### config.mk
export PLATFORM = sky130hd
export DESIGN_NAME = branch_predict_unit
export DESIGN_NICKNAME = d
export VERILOG_FILES = /design/src/rtl/bpu_pkg.sv /design/src/rtl/sat_counter2.sv /design/src/rtl/branch_predict_unit.sv
export SDC_FILE = /design/constraint.sdc
export NUM_CORES = 1
export LEC_CHECK = 0
export ABC_AREA = 1
export BUFFER_PORTS_ARGS = -buffer_cell sky130_fd_sc_hd__buf_4
export CAP_MARGIN = 5
export CORE_ASPECT_RATIO = 2
export CORE_MARGIN = 1.5
export CORE_UTILIZATION = 53
export DETAILED_ROUTE_END_ITERATION = 10
export PLACE_DENSITY_LB_ADDON = 0.12
export SLEW_MARGIN = 20
export SYNTH_ARGS = -nofsm -noshare
export SYNTH_HDL_FRONTEND = slang
export SYNTH_SLANG_ARGS = --single-unit
### constraint.sdc
create_clock -name clk -period 8.1 [get_ports clk]
set_clock_uncertainty 0.05 [all_clocks]
set_input_delay 1.215 -clock clk [delete_from_list [all_inputs] [get_ports clk]]
set_output_delay 1.215 -clock clk [all_outputs]
set_load 0.005 [all_outputs]
### src/rtl/bpu_pkg.sv
// bpu_pkg: shared types and constants for the branch prediction unit.
package bpu_pkg;
  localparam int BPU_PC_W  = 9;
  localparam int BPU_IDX_W = 4;
  localparam int BPU_TAG_W = BPU_PC_W - BPU_IDX_W - 2;
  localparam logic [1:0] CTR_SNT    = 2'b00;
  localparam logic [1:0] CTR_WNT    = 2'b01;
  localparam logic [1:0] CTR_WT     = 2'b10;
  localparam logic [1:0] CTR_ST     = 2'b11;
  localparam logic [1:0] ALUOP_JUMP = 2'b11;
  typedef struct packed {
    logic                 valid;
    logic [BPU_TAG_W-1:0] tag;
    logic [1:0]           ctr;
    logic [BPU_PC_W-1:0]  target;
  } bpu_entry_t;
endpackage

### src/rtl/sat_counter2.sv
// sat_counter2: next state of a 2-bit saturating direction counter.
module sat_counter2
  import bpu_pkg::*;
(
  input  logic [1:0] ctr,
  input  logic       taken,
  output logic [1:0] ctr_next
);
  always_comb
    ctr_next = taken ? ((ctr == CTR_ST) ? CTR_ST : ctr + 2'd1)
                     : ((ctr == CTR_SNT) ? CTR_SNT : ctr - 2'd1);
endmodule

### src/rtl/branch_predict_unit.sv
// branch_predict_unit: BHT/BTB lookup at fetch, branch resolution and mispredict detection at EX.
// Entry layout comes from bpu_pkg, so PC_W/IDX_W are expected to keep their package defaults.
module branch_predict_unit
  import bpu_pkg::*;
#(
  parameter int PC_W  = BPU_PC_W,
  parameter int IDX_W = BPU_IDX_W,
  parameter int CNT_W = 16
) (
  input  logic             clk,
  input  logic             reset,
  input  logic [PC_W-1:0]  if_pc,
  output logic             if_pred_taken,
  output logic [PC_W-1:0]  if_pred_target,
  input  logic             ex_valid,
  input  logic [PC_W-1:0]  ex_pc,
  input  logic [31:0]      ex_imm,
  input  logic [31:0]      ex_reg1,
  input  logic             ex_branch,
  input  logic [1:0]       ex_aluop,
  input  logic             ex_cmp,
  input  logic             ex_pred_taken,
  input  logic [PC_W-1:0]  ex_pred_target,
  output logic [31:0]      ex_pc_four,
  output logic [31:0]      ex_target,
  output logic             ex_taken,
  output logic             ex_mispredict,
  output logic [31:0]      ex_redirect_pc,
  output logic [CNT_W-1:0] branch_count,
  output logic [CNT_W-1:0] mispredict_count
);
  localparam int N     = 1 << IDX_W;
  localparam int TAG_W = PC_W - IDX_W - 2;
  bpu_entry_t tbl_q [N];
  bpu_entry_t tbl_d [N];
  logic [CNT_W-1:0] branch_count_q, branch_count_d, mispredict_count_q, mispredict_count_d;
  logic [IDX_W-1:0] if_idx, ex_idx;
  logic [TAG_W-1:0] ex_tag;
  bpu_entry_t if_e, ex_e, new_e;
  logic if_hit, ex_hit, jump, jalr, train;
  logic [31:0] pc_ext;
  logic [1:0] ctr_nx;
  logic unused_if_lsb;
  assign unused_if_lsb = ^if_pc[1:0];
  always_comb begin
    if_idx         = if_pc[IDX_W+1:2];
    if_e           = tbl_q[if_idx];
    if_hit         = if_e.valid && (if_e.tag == if_pc[PC_W-1:IDX_W+2]);
    if_pred_taken  = if_hit && if_e.ctr[1];
    if_pred_target = if_pred_taken ? if_e.target : '0;
  end
  always_comb begin
    pc_ext         = 32'(ex_pc);
    jump           = ex_aluop == ALUOP_JUMP;
    jalr           = ex_branch && jump;
    ex_target      = (jalr ? ex_reg1 : pc_ext) + ex_imm;
    ex_taken       = ex_valid && ((ex_branch && ex_cmp) || jump);
    ex_pc_four     = pc_ext + 32'd4;
    ex_redirect_pc = ex_taken ? ex_target : ex_pc_four;
    ex_mispredict  = ex_valid && ((ex_taken != ex_pred_taken) ||
                     (ex_taken && ex_pred_taken && ex_target[PC_W-1:0] != ex_pred_target));
  end
  sat_counter2 u_ctr (.ctr(ex_e.ctr), .taken(ex_taken), .ctr_next(ctr_nx));
  always_comb begin
    train  = ex_valid && (ex_branch || jump);
    ex_idx = ex_pc[IDX_W+1:2];
    ex_tag = ex_pc[PC_W-1:IDX_W+2];
    ex_e   = tbl_q[ex_idx];
    ex_hit = ex_e.valid && (ex_e.tag == ex_tag);
    // A not-taken miss leaves the entry alone so it cannot evict a useful neighbour.
    new_e  = ex_hit   ? '{valid: 1'b1, tag: ex_e.tag, ctr: ctr_nx,
                          target: ex_taken ? ex_target[PC_W-1:0] : ex_e.target}
           : ex_taken ? '{valid: 1'b1, tag: ex_tag, ctr: CTR_WT, target: ex_target[PC_W-1:0]}
           : ex_e;
    tbl_d  = tbl_q;
    if (train) tbl_d[ex_idx] = new_e;
    branch_count_d     = branch_count_q + CNT_W'(train);
    mispredict_count_d = mispredict_count_q + CNT_W'(ex_mispredict);
  end
  always_ff @(posedge clk or posedge reset)
    if (reset) begin
      tbl_q              <= '{default: '0};
      branch_count_q     <= '0;
      mispredict_count_q <= '0;
    end else begin
      tbl_q              <= tbl_d;
      branch_count_q     <= branch_count_d;
      mispredict_count_q <= mispredict_count_d;
    end
  assign branch_count     = branch_count_q;
  assign mispredict_count = mispredict_count_q;
endmodule

**After elaboration in Yosys (flattened, before gate mapping)**

Index checks and enable logic that the tools add are counted.

- Bitwise logic cells: 2
- Reduce and logical (&&, ||, !) cells: 15
- Add/sub/neg operators: 6
- Equal/unequal tests: 6
- Muxes and demuxes: 18
- $lt $le $gt $ge: 3

Operator list:

| operator | number |
|---|---|
| 240-bit bitwise mux | 1 |
| 15-bit binary-select mux with 4-bit select | 2 |
| 15-bit 2-to-1 mux | 7 |
| 32-bit 2-to-1 mux | 2 |
| 15-bit demux with 4-bit select | 1 |
| 16-bit by 1-bit adder with 16-bit output | 2 |
| 32-bit adder | 1 |
| 9-bit 2-to-1 mux | 2 |
| 1-bit logical AND | 11 |
| 9-bit by 3-bit adder with 10-bit output, second input constant | 1 |
| 5-bit >= comparator, second input constant | 2 |
| 4-bit NOT with 5-bit output | 2 |
| 9-bit inequality test | 1 |
| 3-bit equality test | 2 |
| 2-bit 2-to-1 mux | 3 |
| 5-bit by 1-bit less-than comparator with 1-bit output, second input constant | 1 |
| 2-bit equality test, second input constant | 2 |
| 1-bit logical OR | 3 |
| 2-bit by 1-bit adder with 2-bit output, second input constant | 1 |
| 2-bit logical NOT | 1 |
| 2-bit by 1-bit subtractor with 2-bit output, second input constant | 1 |
| 1-bit inequality test | 1 |

- Word-level logic and storage cells: 116
- Register bits after elaboration: 272

**Longest topological paths before layout**

- Word-level depth: 9
- Gate-level depth with buffers: 28

**Hierarchy**

Synthesis repeated with hierarchy kept, for this count alone.

- Cells, all modules: 2574
- Area, all modules: 17984.7 sq um

By module, submodules not included:

| module | seq. area each (sq um) | area each (sq um) | cells an instance | times used |
|---|---|---|---|---|
| branch_predict_unit | 6806.5 | 17959.7 | 2568 | 1 |
| sat_counter2 | 0.0 | 25.0 | 6 | 1 |

**Least setup slack after synthesis**

OpenSTA, ideal clock, no wires.

- Path type: input port to flip-flop
- Start: input port ex_aluop[0]
- End: register mispredict_count_q[15], in the netlist mispredict_count[15]
- Cell stages on the path: 22
- Path slack: 3.109 ns
- Required time: 7.927 ns
- Setup time: 0.123 ns
- Buffers on the path: 0
- Arrival: 4.819 ns
- Cell sequence: nand2_1 nor2_1 inv_1 o21ai_0 inv_1 fa_1 xnor2_1 xor2_1 nor2_1 nand3_1 nor2_1 nand3_1 nand2_1 a21oi_1 ha_1 and3_1 nand4_1 nor3_1 nand2_1 nor2_1 nand4_1 xnor2_1

- Cells in the longest elaborated chain, start to end: 9
- Elaborated cells between the ends (all ways): 13

Ends and longest elaborated chain:

| element | line | RTL |
|---|---|---|
| from (decl) | branch_predict_unit.sv:20 | `input logic [1:0] ex_aluop,` |
| 2-bit equality test | branch_predict_unit.sv:54 | `jump = ex_aluop == ALUOP_JUMP;` |
| 1-bit logical AND | branch_predict_unit.sv:55 | `jalr = ex_branch && jump;` |
| 32-bit 2-to-1 mux | branch_predict_unit.sv:56 | `ex_target = (jalr ? ex_reg1 : pc_ext) + ex_imm;` |
| 32-bit adder | branch_predict_unit.sv:56 |  |
| named net ex_target[2] | branch_predict_unit.sv:25 | `output logic [31:0] ex_target,` |
| 9-bit inequality test | branch_predict_unit.sv:61 | `(ex_taken && ex_pred_taken && ex_target[PC_W-1:0] != ex_pred_target));` |
| 1-bit logical AND | branch_predict_unit.sv:61 |  |
| 1-bit logical OR | branch_predict_unit.sv:60 | `ex_mispredict = ex_valid && ((ex_taken != ex_pred_taken) \|\|` |
| 1-bit logical AND | branch_predict_unit.sv:60 |  |
| named net ex_mispredict | branch_predict_unit.sv:27 | `output logic ex_mispredict,` |
| 16-bit by 1-bit adder with 16-bit output | branch_predict_unit.sv:78 | `mispredict_count_d = mispredict_count_q + CNT_W'(ex_mispredict);` |
| named net mispredict_count_d[15] | branch_predict_unit.sv:36 | `logic [CNT_W-1:0] branch_count_q, branch_count_d, mispredict_count_q, mispredict_count_d;` |
| to (signal assigned) | branch_predict_unit.sv:88 | `mispredict_count_q <= mispredict_count_d;` |
| to (decl) | branch_predict_unit.sv:36 |  |

The timed path passes the listed nets, and every way through them passes these cells.
A chain may end at the register's enable or synchronous reset.

**Worst setup path after layout**

- Start: input port ex_aluop[0]
- End: output port ex_redirect_pc[22]

- Cells in the longest elaborated chain, start to end: 5
- Elaborated cells between the ends (all ways): 7

Ends and longest elaborated chain:

| element | line | RTL |
|---|---|---|
| 2-bit equality test (*) | branch_predict_unit.sv:54 |  |
| 1-bit logical AND | branch_predict_unit.sv:55 |  |
| 32-bit 2-to-1 mux | branch_predict_unit.sv:56 |  |
| 32-bit adder | branch_predict_unit.sv:56 |  |
| 32-bit 2-to-1 mux (*) | branch_predict_unit.sv:59 | `ex_redirect_pc = ex_taken ? ex_target : ex_pc_four;` |
| to (decl) | branch_predict_unit.sv:28 | `output logic [31:0] ex_redirect_pc,` |

Mark *: on every way between the ends. The rest lies on a longest branch, timed or not.

==> results by group <==
Clocking
  • Clk sinks: 272
  • Clk buf depth: 3
  • H-tree levels: 1
  • Post-CTS Hold Buffers: 0
  • Worst-skew pair later-pin latency: 0.58 ns
  • Worst-path clk slew: 0.06 ns
  • TritonCTS clock tree: yes
  • Clock root cell: clkbuf_16
  • Post-CTS Setup Bufs: 0
  • TritonCTS buffer count: 26
  • Post-cts resize count: 0

Placement
  • HPWL Detailed: 42100 um
  • Final GP Congestion: 1.03
  • Worst slack, placed: 2.16 ns
  • Placement Cell Area: 19500 um^2
  • IO buf count: 214

Critical path
  • CP most frequent cell: nand2_1
  • Crit end category: output port
  • Worst reg-to-reg setup slack: 5.64 ns
  • R2r endpoint: tbl_q[174]$_DFFE_PP0P_
  • Worst reg2reg path startpoint: tbl_q[70]$_DFFE_PP0P_
  • Startpoint type of the worst setup path: input port
  • Required @ worst endpoint: 6.84 ns
  • Worst Reg-to-Reg Cells: 12
  • Worst Path Buf+Inv: 7
  • CP max-delay cell: fa_1
  • Slowest stage delay, CP: 0.45 ns
  • Critical Path Fanout Max: 24
  • Worst Setup Path Type: input port to output port
  • Critical Path AT: 4.36 ns
  • Worst-path cell chain: buf_4 -> nand2_1 -> nor2_1 -> buf_4 -> inv_1 -> buf_4 -> o21ai_0 -> inv_1 -> fa_1 -> inv_1 -> nand2_1 -> nand3_1 -> nand2_1 -> nand2_1 -> nand2_1 -> nand2_1 -> a21oi_1 -> xnor2_1 -> and2_1 -> buf_4
  • Delay-heaviest family, CP: simple AND/OR/NAND/NOR gates

Die
  • Die height: 264 um
  • Num ports: 239
  • FP Rows: 95
  • Starting Density: 0.537
  • Core area: 33500 um^2
  • Die area: 35100 um^2
  • Die X: 133 um

Global routing
  • Initial antenna violation count: 0
  • Met2 global-route usage: 0.634
  • Global-route wire length before repair: 96700 um
  • GR peak layer: met2
  • Vias in the first global route: 17600
  • GRT Total Usage: 0.353
  • Met3 Usage GRT: 0.0476
  • Aggregate global routing overflow: 0
  • Largest net degree at the start of global routing: 158
  • Met1 Use GR: 0.381

Timing
  • Relative slew slack: 0.197
  • Final setup vio count: 0
  • Final period util: 0.695
  • Final min period: 5.63 ns
  • Setup_tns: 0 ns
  • Fmax achieved: 178 MHz
  • Slew Viols, Final: 0
  • Fin. Hold Viols: 0
  • Min setup slack post-route: 2.47 ns
  • Actual slew at the worst max-slew pin: 1.20 ns
  • RSZ-0062 raised after global routing: false
  • WHS: 0.430 ns

Logic synthesis
  • Top-count cell post-synth: nand2_1
  • Unique masters post-synth: 47
  • Post-synth top area cell: dfrtp_1
  • Flops & latches, synth: 272
  • Commonest cells in the netlist: 655 x nand2_1, 317 x o21ai_0, 312 x inv_1
  • Post-synth EDFFs: 0
  • Ys async rst share: 1.00
  • Syn Area/Cell: 6.95 um^2
  • Synth Flop Type: dfrtp_1
  • Mapped Area: 18000 um^2
  • Cell count after synthesis: 2588
  • Post-synth top area share: 0.378
  • Synth area leaders: dfrtp_1 38%, nand2_1 14%, o21ai_0 8.8%, inv_1 6.5%, a21oi_1 5.9%
  • Ys Warns: 0
  • Register area share after synthesis: 0.378

Pwr
  • IR Drop Worst-Case VDD: 196 uV
  • PwrDens: 219 nW/um^2
  • Tot Pwr: 4.46 mW
  • Leakage: 10.2 nW

Job
  • Max-cap violation count: 0

Min path
  • Hold Path Class: register to register
  • Hold_sp: tbl_q[219]$_DFFE_PP0P_
  • Worst Hold End: tbl_q[219]$_DFFE_PP0P_
  • Hold path depth: 2

Routing
  • Vias: 18200
  • Pre-Repair DR Iteration Count: 8
  • Starting DRC count in detailed routing: 1297
  • Remaining DRCs: 0
  • Detail Route Antenna Nets: 0
  • Vias per inst: 5.77
  • Wire length per cell: 20.0 um
  • Final WL: 63000 um

Cells and area
  • Layout cells sized above 1: 0.116
  • Nets: 2842
  • Post-route cell area: 20300 um^2
  • Diodes inserted: 0
  • Area growth syn-to-layout: 13.0%

Outcome
  • Outcome: finished clean
## worst max path at each step
stage                start                              to  slack [ns]  cells after the start
5_1_grt        ex_aluop[0]  mispredict_count[15]$_DFF_PP0_        2.15                     28
6_report       ex_aluop[0]              ex_redirect_pc[22]        2.47                     20
2_1_floorplan  ex_aluop[0]  mispredict_count[15]$_DFF_PP0_        3.11                     22
3_3_place_gp   ex_aluop[0]  mispredict_count[15]$_DFF_PP0_        2.28                     28
4_1_cts        ex_aluop[0]              ex_redirect_pc[22]        2.42                     20
3_5_place_dp   ex_aluop[0]  mispredict_count[15]$_DFF_PP0_        2.16                     28
## registers in the layout, summed over array words and instances, names as in the netlist
register / cells
mispredict_count: 16
branch_count: 16
tbl_q: 240
## cell families (layout without fill, tap and decap cells)
logic type	Yosys count	after routing	share of synthesized area
and+or+nand+nor	1029	1029	0.232
other	1	22	0.000208
buffers and inverters	499	611	0.120
adders and majority gates	41	41	0.0289
AOI/OAI and AO/OA	691	691	0.213
DFF	272	272	0.378
xor gates and xnor gates	55	55	0.0276
## worst min-delay path, cell delays in order, from the launching register on
cell and delay, ns:
dfrtp_1 0.34, nand2_1 0.05, nand2_1 0.06
## area by class of cell
type                    count  area (um^2)
clock buffers              36          758
repair buffers            232         1760
fillers                  3226        13200
well taps                 436          546
multi-input cells        1838         9130
inverters                 332         1250
clock inverters            11         93.8
flip-flops and latches    272         6810
## metal layers
layer / vias to the layer above / share of wire / wire (um)
li1: 8583 / - / -
met1: 8532 / 0.34 / 21500
met2: 829 / 0.51 / 32400
met3: 261 / 0.067 / 4240
met4: 0 / 0.078 / 4930
met5: - / 0 / 0
## where the power goes
part           internal (mW)  switching (mW)  leakage, nW
Combinational          0.484           0.813         6.56
Clock                  0.686           0.565        0.427
Sequential              1.72           0.200         3.26
## cell usage in the layout, fill, tap and decap left out, types with 3 or more instances in the layout
master	synthesis	routed
nand2_1	655	655
a21boi_0	11	11
a31oi_1	43	43
o21ai_2	3	4
nand3b_1	6	6
nor2_1	174	173
buf_4	43	230
clkbuf_16	0	26
a22oi_1	8	8
dfrtp_1	272	272
nor2_2	4	4
o211ai_1	17	17
nand3_1	151	151
nand2_2	10	10
inv_2	3	5
xnor2_1	17	17
xor2_1	37	37
o311ai_0	11	11
conb_1	1	22
clkinv_1	16	14
nor3_1	11	11
clkinv_2	0	8
a21oi_1	212	212
o21ai_1	43	41
o21bai_1	4	4
a21o_1	4	4
clkbuf_8	0	7
ha_1	40	40
o21ai_0	317	317
nand4_1	6	6
o31ai_1	4	4
and2_1	5	5
inv_1	312	311
clkbuf_1	62	3
o31ai_4	7	7
## metrics by stage
step           utilization  std cells
3_3_place_gp         0.581       3110
5_1_grt              0.607       3157
4_1_cts              0.607       3157
2_1_floorplan            -       2609
6_report             0.607       3157
3_5_place_dp         0.581       3110
No activity file was read; power rests on OpenSTA's default activity.
